File: src/rtl/pipeline_hazard_ctrl_pkg.sv
// Shared definitions for the pipeline hazard controller: forwarding select codes and FSM states.
// Latency: n/a (types and constants only).
// Backpressure: n/a.
package pipeline_hazard_ctrl_pkg;

    // ALU operand source selects
    localparam logic [1:0] FWD_REG   = 2'b00;  // register file read data
    localparam logic [1:0] FWD_EXMEM = 2'b01;  // result held in EX_MEM
    localparam logic [1:0] FWD_MEMWB = 2'b10;  // write data held in MEM_WB

    // Syscall halt/resume state machine
    typedef enum logic {
        ST_RUN  = 1'b0,
        ST_HALT = 1'b1
    } hazard_state_t;

endpackage

File: src/rtl/pipeline_hazard_ctrl_fwd_unit.sv
// Operand forwarding compare for one EX-stage ALU source register.
// Latency: purely combinational, zero cycles.
// Backpressure: none; output follows inputs every cycle.
//
// Ports: src (EX source register), mem_write/mem_reg_write (MEM destination),
//        wb_write/wb_reg_write (WB destination), fwd (operand select).
module hazard_fwd_unit
    import pipeline_hazard_ctrl_pkg::*;
#(
    parameter int REG_BITS = 5
) (
    input  logic [REG_BITS-1:0] src,
    input  logic [REG_BITS-1:0] mem_write,
    input  logic                mem_reg_write,
    input  logic [REG_BITS-1:0] wb_write,
    input  logic                wb_reg_write,
    output logic [1:0]          fwd
);

    // The younger producer (MEM) wins over the older one (WB); r0 is hardwired zero.
    always_comb begin
        fwd = FWD_REG;
        if (src != '0) begin
            if (mem_reg_write && (mem_write == src)) begin
                fwd = FWD_EXMEM;
            end else if (wb_reg_write && (wb_write == src)) begin
                fwd = FWD_MEMWB;
            end
        end
    end

endmodule

File: src/rtl/pipeline_hazard_ctrl.sv
// Pipeline sequencing: load-use stall, redirect squash, syscall halt/resume, ALU operand forwarding.
// Latency: controls are combinational from inputs and state (zero cycles); halted is registered state.
// Backpressure: stalls PC/IF_ID on load-use, freezes PC/IF_ID/ID_EX while halted until a go rising edge.
//
// Ports: ID sources (id_rs/id_rt/id_use_*), EX/MEM/WB destinations and write flags,
//        EX sources (ex_rs/ex_rt), ex_redirect, ex_syscall/ex_v0_is_34, go button;
//        outputs pc/ifid/idex enables, ifid/idex/exmem flushes, fwd_a/fwd_b, halted.
// Optional: define HAZARD_PERF_CNT_EN to add saturating stall_cnt/flush_cnt/halt_cnt counters.
module pipeline_hazard_ctrl
    import pipeline_hazard_ctrl_pkg::*;
#(
    parameter int REG_BITS = 5
`ifdef HAZARD_PERF_CNT_EN
    ,
    parameter int CNT_BITS = 32
`endif
) (
    input  logic                clk,
    input  logic                rst_n,
    input  logic [REG_BITS-1:0] id_rs,
    input  logic [REG_BITS-1:0] id_rt,
    input  logic                id_use_rs,
    input  logic                id_use_rt,
    input  logic [REG_BITS-1:0] ex_write,
    input  logic                ex_reg_write,
    input  logic                ex_mem_to_reg,
    input  logic [REG_BITS-1:0] mem_write,
    input  logic                mem_reg_write,
    input  logic [REG_BITS-1:0] wb_write,
    input  logic                wb_reg_write,
    input  logic [REG_BITS-1:0] ex_rs,
    input  logic [REG_BITS-1:0] ex_rt,
    input  logic                ex_redirect,
    input  logic                ex_syscall,
    input  logic                ex_v0_is_34,
    input  logic                go,
    output logic                pc_en,
    output logic                ifid_en,
    output logic                idex_en,
    output logic                ifid_flush,
    output logic                idex_flush,
    output logic                exmem_flush,
    output logic [1:0]          fwd_a,
    output logic [1:0]          fwd_b,
    output logic                halted
`ifdef HAZARD_PERF_CNT_EN
    ,
    output logic [CNT_BITS-1:0] stall_cnt,
    output logic [CNT_BITS-1:0] flush_cnt,
    output logic [CNT_BITS-1:0] halt_cnt
`endif
);

    hazard_state_t state;
    logic          go_q;

    logic in_run;
    logic in_halt;
    logic halt_entry;
    logic redirect;
    logic load_use;
    logic rs_hit;
    logic rt_hit;

    assign in_run  = (state == ST_RUN);
    assign in_halt = (state == ST_HALT);

    // A non-display syscall in EX freezes the front end in the same cycle it is seen.
    assign halt_entry = in_run && ex_syscall && !ex_v0_is_34;
    assign redirect   = in_run && ex_redirect;

    assign rs_hit   = id_use_rs && (id_rs == ex_write);
    assign rt_hit   = id_use_rt && (id_rt == ex_write);
    assign load_use = in_run && ex_mem_to_reg && ex_reg_write && (ex_write != '0)
                      && (rs_hit || rt_hit);

    // Halt/resume FSM; go is sampled every cycle so a level held across the
    // halt entry does not count as a fresh press.
    always_ff @(posedge clk or negedge rst_n) begin
        if (!rst_n) begin
            state  <= ST_RUN;
            go_q   <= 1'b0;
            halted <= 1'b0;
        end else begin
            go_q <= go;
            case (state)
                ST_RUN: begin
                    if (ex_syscall && !ex_v0_is_34) begin
                        state  <= ST_HALT;
                        halted <= 1'b1;
                    end
                end
                ST_HALT: begin
                    if (go && !go_q) begin
                        state  <= ST_RUN;
                        halted <= 1'b0;
                    end
                end
                default: begin
                    state  <= ST_RUN;
                    halted <= 1'b0;
                end
            endcase
        end
    end

    // Priority: halt > redirect > load-use > normal flow.
    always_comb begin
        pc_en       = 1'b1;
        ifid_en     = 1'b1;
        idex_en     = 1'b1;
        ifid_flush  = 1'b0;
        idex_flush  = 1'b0;
        exmem_flush = 1'b0;
        if (in_halt || halt_entry) begin
            pc_en   = 1'b0;
            ifid_en = 1'b0;
            idex_en = 1'b0;
            // The syscall moves into EX_MEM on the entry edge; while halted it
            // stays parked in ID_EX, so EX_MEM gets bubbles instead of repeats.
            exmem_flush = in_halt;
        end else if (redirect) begin
            ifid_flush = 1'b1;
            idex_flush = 1'b1;
        end else if (load_use) begin
            pc_en      = 1'b0;
            ifid_en    = 1'b0;
            idex_flush = 1'b1;
        end
    end

    hazard_fwd_unit #(.REG_BITS(REG_BITS)) u_fwd_a (
        .src           (ex_rs),
        .mem_write     (mem_write),
        .mem_reg_write (mem_reg_write),
        .wb_write      (wb_write),
        .wb_reg_write  (wb_reg_write),
        .fwd           (fwd_a)
    );

    hazard_fwd_unit #(.REG_BITS(REG_BITS)) u_fwd_b (
        .src           (ex_rt),
        .mem_write     (mem_write),
        .mem_reg_write (mem_reg_write),
        .wb_write      (wb_write),
        .wb_reg_write  (wb_reg_write),
        .fwd           (fwd_b)
    );

`ifdef HAZARD_PERF_CNT_EN
    localparam logic [CNT_BITS-1:0] CNT_MAX = '1;

    // Saturating event counters; stalls squashed by a redirect are not counted.
    always_ff @(posedge clk or negedge rst_n) begin
        if (!rst_n) begin
            stall_cnt <= '0;
            flush_cnt <= '0;
            halt_cnt  <= '0;
        end else begin
            if (load_use && !redirect && (stall_cnt != CNT_MAX)) begin
                stall_cnt <= stall_cnt + 1'b1;
            end
            if (redirect && (flush_cnt != CNT_MAX)) begin
                flush_cnt <= flush_cnt + 1'b1;
            end
            if (in_halt && (halt_cnt != CNT_MAX)) begin
                halt_cnt <= halt_cnt + 1'b1;
            end
        end
    end
`endif

endmodule
File: config.mk
export PLATFORM = sky130hd
export DESIGN_NAME = pipeline_hazard_ctrl
export DESIGN_NICKNAME = d
export VERILOG_FILES = /design/src/rtl/pipeline_hazard_ctrl_pkg.sv /design/src/rtl/pipeline_hazard_ctrl_fwd_unit.sv /design/src/rtl/pipeline_hazard_ctrl.sv
export SDC_FILE = /design/constraint.sdc
export NUM_CORES = 1
export LEC_CHECK = 0
export BUFFER_PORTS_ARGS = -buffer_cell sky130_fd_sc_hd__buf_2
export CELL_PAD_IN_SITES_DETAIL_PLACEMENT = 1
export CELL_PAD_IN_SITES_GLOBAL_PLACEMENT = 1
export CORE_MARGIN = 8
export CORE_UTILIZATION = 22
export DETAILED_ROUTE_END_ITERATION = 10
export GPL_ROUTABILITY_DRIVEN = 1
export PLACE_DENSITY_LB_ADDON = 0.1
export SLEW_MARGIN = 20
export SYNTH_ARGS = -nofsm -noshare
export SYNTH_HDL_FRONTEND = slang
export SYNTH_SLANG_ARGS = --single-unit
File: constraint.sdc
create_clock -name clk -period 1.6 [get_ports clk]
set_input_delay 0.16 -clock clk [delete_from_list [all_inputs] [get_ports clk]]
set_output_delay 0.16 -clock clk [all_outputs]
set_load 0.02 [all_outputs]
==> reports/metrics.cfg, run 1 <==
[power]
vdd_drop_max_uv=405.0
cellPowerDensity_nw_per_um2=549.3
seq_power_share_pct=19.2
comb_power_share_pct=56.4
netSwitchingPower_mw=0.2232
power_frac_clock_pct=24.4
switching_share_pct=40.50
power_leakage_nw=0.4984
p_int_mw=0.3280

[drt]
wire_per_inst_um=14.69
drtIter0Drc=5
viasPerCell=4.395
wirelength_um=2380
drcViolationCount=0
dr.pass1.iters=2
via_count=712
ant_nets=0

[placement]
post-place-cells=157
placed_cell_area_um2=885.9
place.gp.congestion=0.7677
hpwlAfterDp_um=2064
port_buffers=57

[timing]
period_share_pct=99.61
rsz0062_at_grt=yes
finalSetupViolations=0
worst_pin_slew_ps=289.7
fmax_mhz=627.4
maxSlewHeadroom_pct=80.53
finalCriticalPeriod_ps=1594
clock_skew_ps=5.536
slew_violations=0
hold_viol=0

[floorplan]
core_area_um2=2477
die_x_um=67.09
fp.dieH_um=67.09
dieArea_um2=4501
io_pins=58
start_util_pct=23.18
rows=18

[synth]
synth_seq_cells=3
yosysUniqueCellTypes=24
synth_top_area_cell=xor2_1
synth_nets=119
netlist_top_cells_area=xor2_1 (34%), dfrtp_1 (13%), xnor2_1 (9.2%)
synth_commonest_cells=xor2_1 (22), nand2_1 (6), xnor2_1 (6)
syn_inst=72
ys_async_sr_fraction_pct=100.0
syn_avg_cell_area_um2=7.976
yosysWarnings=0
ys.flop_type=dfrtp_1
yosys.area.top_type_share_pct=33.55
syn_area_um2=574.3
post-synth-top-count-cell=xor2_1
synth_enable_flop_cells=0
ys_seq_area_share_pct=13.07

[global_route]
grt_pass1_wl_um=3484
grt_busiest_layer=met2
overflow=0
met3_usage_pct=1.846
use_met1_pct=10.92
grt.total_usage_pct=9.800
antenna_found_initial=0
grt_start_max_net_pins=6
grt_pass1_vias=801
grt.met2_usage_pct=18.04

[critical_path]
crit_start=id_rs[2]
cpPeakStageDelay_ps=360
end_kind=output pin
path_cells=buf_2 -> xor2_2 -> nor4_4 -> a32oi_2 -> o31a_1 -> buf_6
timing.rr.start=in_halt$_DFF_PN0_
path_max_fanout=2
cp.arrival_ps=1430
r2r_cells=2
cp_slowest_cell=o31a_1
path_class=in -> out
startpoint_type=primary input
cp.required_ps=1440

[finish]
diodes=0
design_area_um2=1003
instances_no_fill=162
final_layout_size_suffix_gt1_share_pct=52.27
fin_nets=180
area_delta_synth_final_pct=74.73

[clock_tree]
root_buffer=clkbuf_4
htreeDepth=1
cts_buffer_depth=2
cts_buffers=3
path_clk_slew_ps=30
clk_latency_ps=230
cts_tree=yes
cts.sinks=3
cts_setup_buffers=0

[run]
max_cap_viol_count=0

[min_path]
whs_path_depth=1
min-delay-start=go
worst_hold_path_type=in -> reg

[outcome]
status=complete, no violations

[cells in the final DEF, fill, tap and decap left out, drive strengths merged]
cell | Yosys | routed
a32oi | 1 | 1
o31a | 1 | 1
a31oi | 1 | 1
o21ai | 2 | 2
nand2 | 6 | 6
buf | 1 | 57
nand3 | 2 | 2
dfrtp | 3 | 3
o21a | 2 | 2
nor2b | 1 | 1
dlygate4sd3 | 0 | 1
xnor2 | 6 | 6
and3 | 2 | 2
a211oi | 2 | 2
nor3 | 2 | 2
o41ai | 1 | 1
o2111ai | 1 | 1
xor2 | 22 | 22
clkbuf | 1 | 4
or4 | 3 | 3
inv | 4 | 4
nor4 | 4 | 4
and2 | 1 | 1
nor2 | 3 | 3
[metal layers]
layer  share of wire [%]  vias to the layer above
li1                    -                      373
met1                  37                      321
met2                  57                       18
met3                 6.1                        0
met4                   0                        0
met5                   0                        -
[sequential cells by signal (all words and copies together), names as in the netlist]
register,flops
go_q,1
in_halt,1
halted,1
[critical path, delay by kind of cell]
family / cells / cell delay (ps)
AOI/OAI and AO/OA: 2 / 530
xor gates and xnor gates: 1 / 180
buffers and inverters: 2 / 250
and+or+nand+nor: 1 / 310
[kinds of logic (layout without fill, tap and decap cells)]
group	after synthesis	in the layout	share of synthesized area, %
xor+xnor	28	28	42.70
simple gates	24	24	23.09
compound gates	11	11	16.56
buf+inv	6	66	4.574
flops	3	3	13.07
[layout make-up]
cell class / instances / area, µm²
flip-flops and latches: 3 / 76.32
repair buffers: 58 / 326.6
multi-input cells: 63 / 521.8
fillers: 318 / 1474
well taps: 30 / 37.54
inverters: 4 / 15.01
clock buffers: 4 / 26.28
[stage by stage]
| stage | util [%] | power [mW] | setup TNS (ps) | setup slack [ps] | hold WS, ps |
|---|---|---|---|---|---|
| global route | 40.51 | 0.5990 | -134.1 | -64.94 | 62.08 |
| detailed placement | 35.76 | 0.3819 | -12.42 | -12.42 | -39.26 |
| CTS | 37.32 | 0.5251 | -3.159 | -2.831 | 64.06 |
| finish | 40.51 | 0.5512 | 0 | 6.170 | 69.79 |
| floorplan | - | 0.2528 | 0 | 84.78 | -135.6 |
| global placement | 35.76 | 0.3788 | 0 | 31.46 | -42.38 |
[final timing paths]
check                                endpoint  slack (ps)
setup / recovery                      ifid_en           6
hold / removal                 go_q$_DFF_PN0_          70
setup reg to reg            in_halt$_DFF_PN0_         700
hold reg to reg            halted$_DFFE_PN0P_         500
max in group asynchronous   in_halt$_DFF_PN0_        1230
min in group asynchronous  halted$_DFFE_PN0P_         250
[power by group through the flow]
stage | Combinational [mW] | Sequential (mW) | Clock (mW)
4_1_cts | 0.283 | 0.104 | 0.138
3_3_place_gp | 0.274 | 0.105 | 0
5_1_grt | 0.343 | 0.109 | 0.147
2_1_floorplan | 0.140 | 0.113 | 0
6_report | 0.311 | 0.106 | 0.134
3_5_place_dp | 0.277 | 0.105 | 0
[timing repair]
| item | CTS | global route |
|---|---|---|
| hold buffers | 1 | 0 |
| gates resized for setup | 1 | 16 |
| pin swaps | 0 | 6 |
| endpoints found under the hold margin | 3 | 0 |
| setup endpoints to repair | 2 | 3 |
Note: power is estimated with default switching activity, not from simulation.
==> inputs of run 2 (changes only) <==
--- a/config.mk
+++ b/config.mk
@@ -12,6 +12,7 @@
 export CORE_UTILIZATION = 22
 export DETAILED_ROUTE_END_ITERATION = 10
 export GPL_ROUTABILITY_DRIVEN = 1
+export GPL_TIMING_DRIVEN = 0
 export PLACE_DENSITY_LB_ADDON = 0.1
 export SLEW_MARGIN = 20
 export SYNTH_ARGS = -nofsm -noshare
==> reports/metrics.cfg, run 2 (synthesis gave the netlist of run 1 again) <==
[outcome]
status=complete, no violations

[floorplan]
start_util_pct=23.18  ; unchanged
core_area_um2=2477  ; unchanged
die_x_um=67.09  ; unchanged
fp.dieH_um=67.09  ; unchanged
io_pins=58  ; unchanged
rows=18  ; unchanged
dieArea_um2=4501  ; unchanged

[critical_path]
cpMostUsedCell=buf_6
cp.required_ps=1440  ; about the same
cp.depth=6  ; unchanged
cpPeakStageDelay_ps=360  ; about the same
r2r_cells=2  ; unchanged
cp_slowest_cell=o31a_1
startpoint_type=primary input
worst-path-buf-inv=2  ; unchanged
path_class=in -> out
cp.arrival_ps=1400  ; -30 ps
timing.rr.start=in_halt$_DFF_PN0_
worst_path_dominant_cell_family=compound AO/OA/AOI/OAI gates
path_cells=buf_6 -> xor2_2 -> nor4_2 -> a32oi_2 -> o31a_1 -> buf_6
end_kind=output pin
crit_start=id_rs[3]
path_max_fanout=2  ; unchanged

[global_route]
overflow=0  ; unchanged
grt_pass1_wl_um=3353  ; -3.8%
grt.total_usage_pct=9.566  ; -0.23 points
antenna_found_initial=0  ; unchanged
grt_start_max_net_pins=6  ; unchanged
grt_pass1_vias=831  ; +3.7%

[finish]
diodes=0  ; unchanged
final_cell_mix=buf_2 (49), xor2_1 (19), buf_6 (7), xnor2_1 (6), nand2_1 (6)
mostFrequentLayoutCell=buf_2
fin_nets=181  ; +0.56%
area_delta_synth_final_pct=79.74
final_layout_size_suffix_gt1_share_pct=53.38  ; +1.1 points
post-route-util_pct=41.67  ; +1.2 points

[timing]
clock_skew_ps=0.9647  ; -4.571 ps
period_share_pct=97.71  ; -1.9 points
finalSetupViolations=0  ; unchanged
hold_viol=0  ; unchanged
timing.hold.ws_ps=71.04  ; +1.254 ps
finalCriticalPeriod_ps=1563  ; -30.43 ps
maxSlewHeadroom_pct=82.85  ; +2.3 points
worst_pin_slew_ps=255.1  ; -34.62 ps
fmax_mhz=639.6  ; +1.9%
worst_slack_ps=36.60  ; +30.43 ps
tns_ps=0  ; unchanged
slew_violations=0  ; unchanged
rsz0062_at_grt=yes

[power]
cellPowerDensity_nw_per_um2=534.6  ; -2.7%
power_leakage_nw=0.5083  ; +2.0%
netSwitchingPower_mw=0.2171  ; -2.8%
p_int_mw=0.3348  ; +2.1%
vdd_drop_max_uv=408.3  ; +0.81%
comb_power_share_pct=56.8  ; +0.4 points
power_frac_clock_pct=24.0  ; -0.4 points
seq_power_share_pct=19.2  ; about the same
total_power_mw=0.5518  ; +0.11%
switching_share_pct=39.34  ; -1.2 points

[clock_tree]
root_buffer=clkbuf_4
cts_buffers=3  ; unchanged
cts.sinks=3  ; unchanged
cts_buffer_depth=2  ; unchanged
clk_latency_ps=230  ; about the same
htreeDepth=1  ; unchanged
path_clk_slew_ps=40  ; about the same
cts_tree=yes

[drt]
viasPerCell=4.466  ; +1.6%
drtIter0Drc=6  ; +1
ant_nets=0  ; unchanged
dr.pass1.iters=4  ; +2
wire_per_inst_um=14.17  ; -3.6%
via_count=728  ; +2.2%
wirelength_um=2309  ; -3.0%
drcViolationCount=0  ; unchanged

[min_path]
worst_hold_path_type=in -> reg
min-delay-start=go
whs_path_depth=1  ; unchanged

[placement]
port_buffers=57  ; unchanged
hpwlAfterDp_um=2053  ; -0.56%
detailedPlace.worstSlack_ps=-74.84  ; -62.42 ps
place.gp.congestion=0.7757  ; +1.0%

[run]
max_cap_viol_count=0  ; unchanged

## run 2: per-stage QoR
stage / std cells / cell area, µm²
2_1_floorplan: 72 / 574.3
3_3_place_gp: 159 / 897.1
3_5_place_dp: 159 / 897.1
4_1_cts: 163 / 965.9
5_1_grt: 163 / 1032
6_report: 163 / 1032
## run 2: path summary, 6_finish.rpt
path	endpoint	slack [ps]
max	pc_en	40
min	go_q$_DFF_PN0_	70
max reg2reg	in_halt$_DFF_PN0_	740
min reg2reg	halted$_DFFE_PN0P_	500
max in group asynchronous	in_halt$_DFF_PN0_	1230
min in group asynchronous	go_q$_DFF_PN0_	250
## run 2: power groups by stage
stage / clock (mW) / sequential [mW] / combinational, mW
6_report: 0.132 / 0.106 / 0.313
5_1_grt: 0.148 / 0.108 / 0.343
4_1_cts: 0.140 / 0.104 / 0.297
3_5_place_dp: 0 / 0.105 / 0.284
3_3_place_gp: 0 / 0.105 / 0.280
2_1_floorplan: 0 / 0.113 / 0.140
## run 2: layout make-up
type | instances | area (µm²)
fillers | 331 | 1445
multi-input cells | 63 | 524.3
repair buffers | 58 | 349.1
flip-flops and latches | 3 | 76.32
well taps | 30 | 37.54
clock buffers | 4 | 26.28
inverters | 4 | 15.01
plain buffers | 1 | 3.754
## run 2: repair_timing
item,CTS,global route
setup buffers,0,0
setup endpoints to repair,1,3
pin swaps,5,7
hold buffers,1,0
gates resized for setup,8,17
hold endpoints to repair,3,0
## run 2: layer usage
layer,track usage [%],up-vias,share of wire (%)
li1,-,374,-
met1,9.030,334,35
met2,18.88,18,59
met3,1.846,2,5.8
met4,4.700,0,0.30
met5,0,-,0
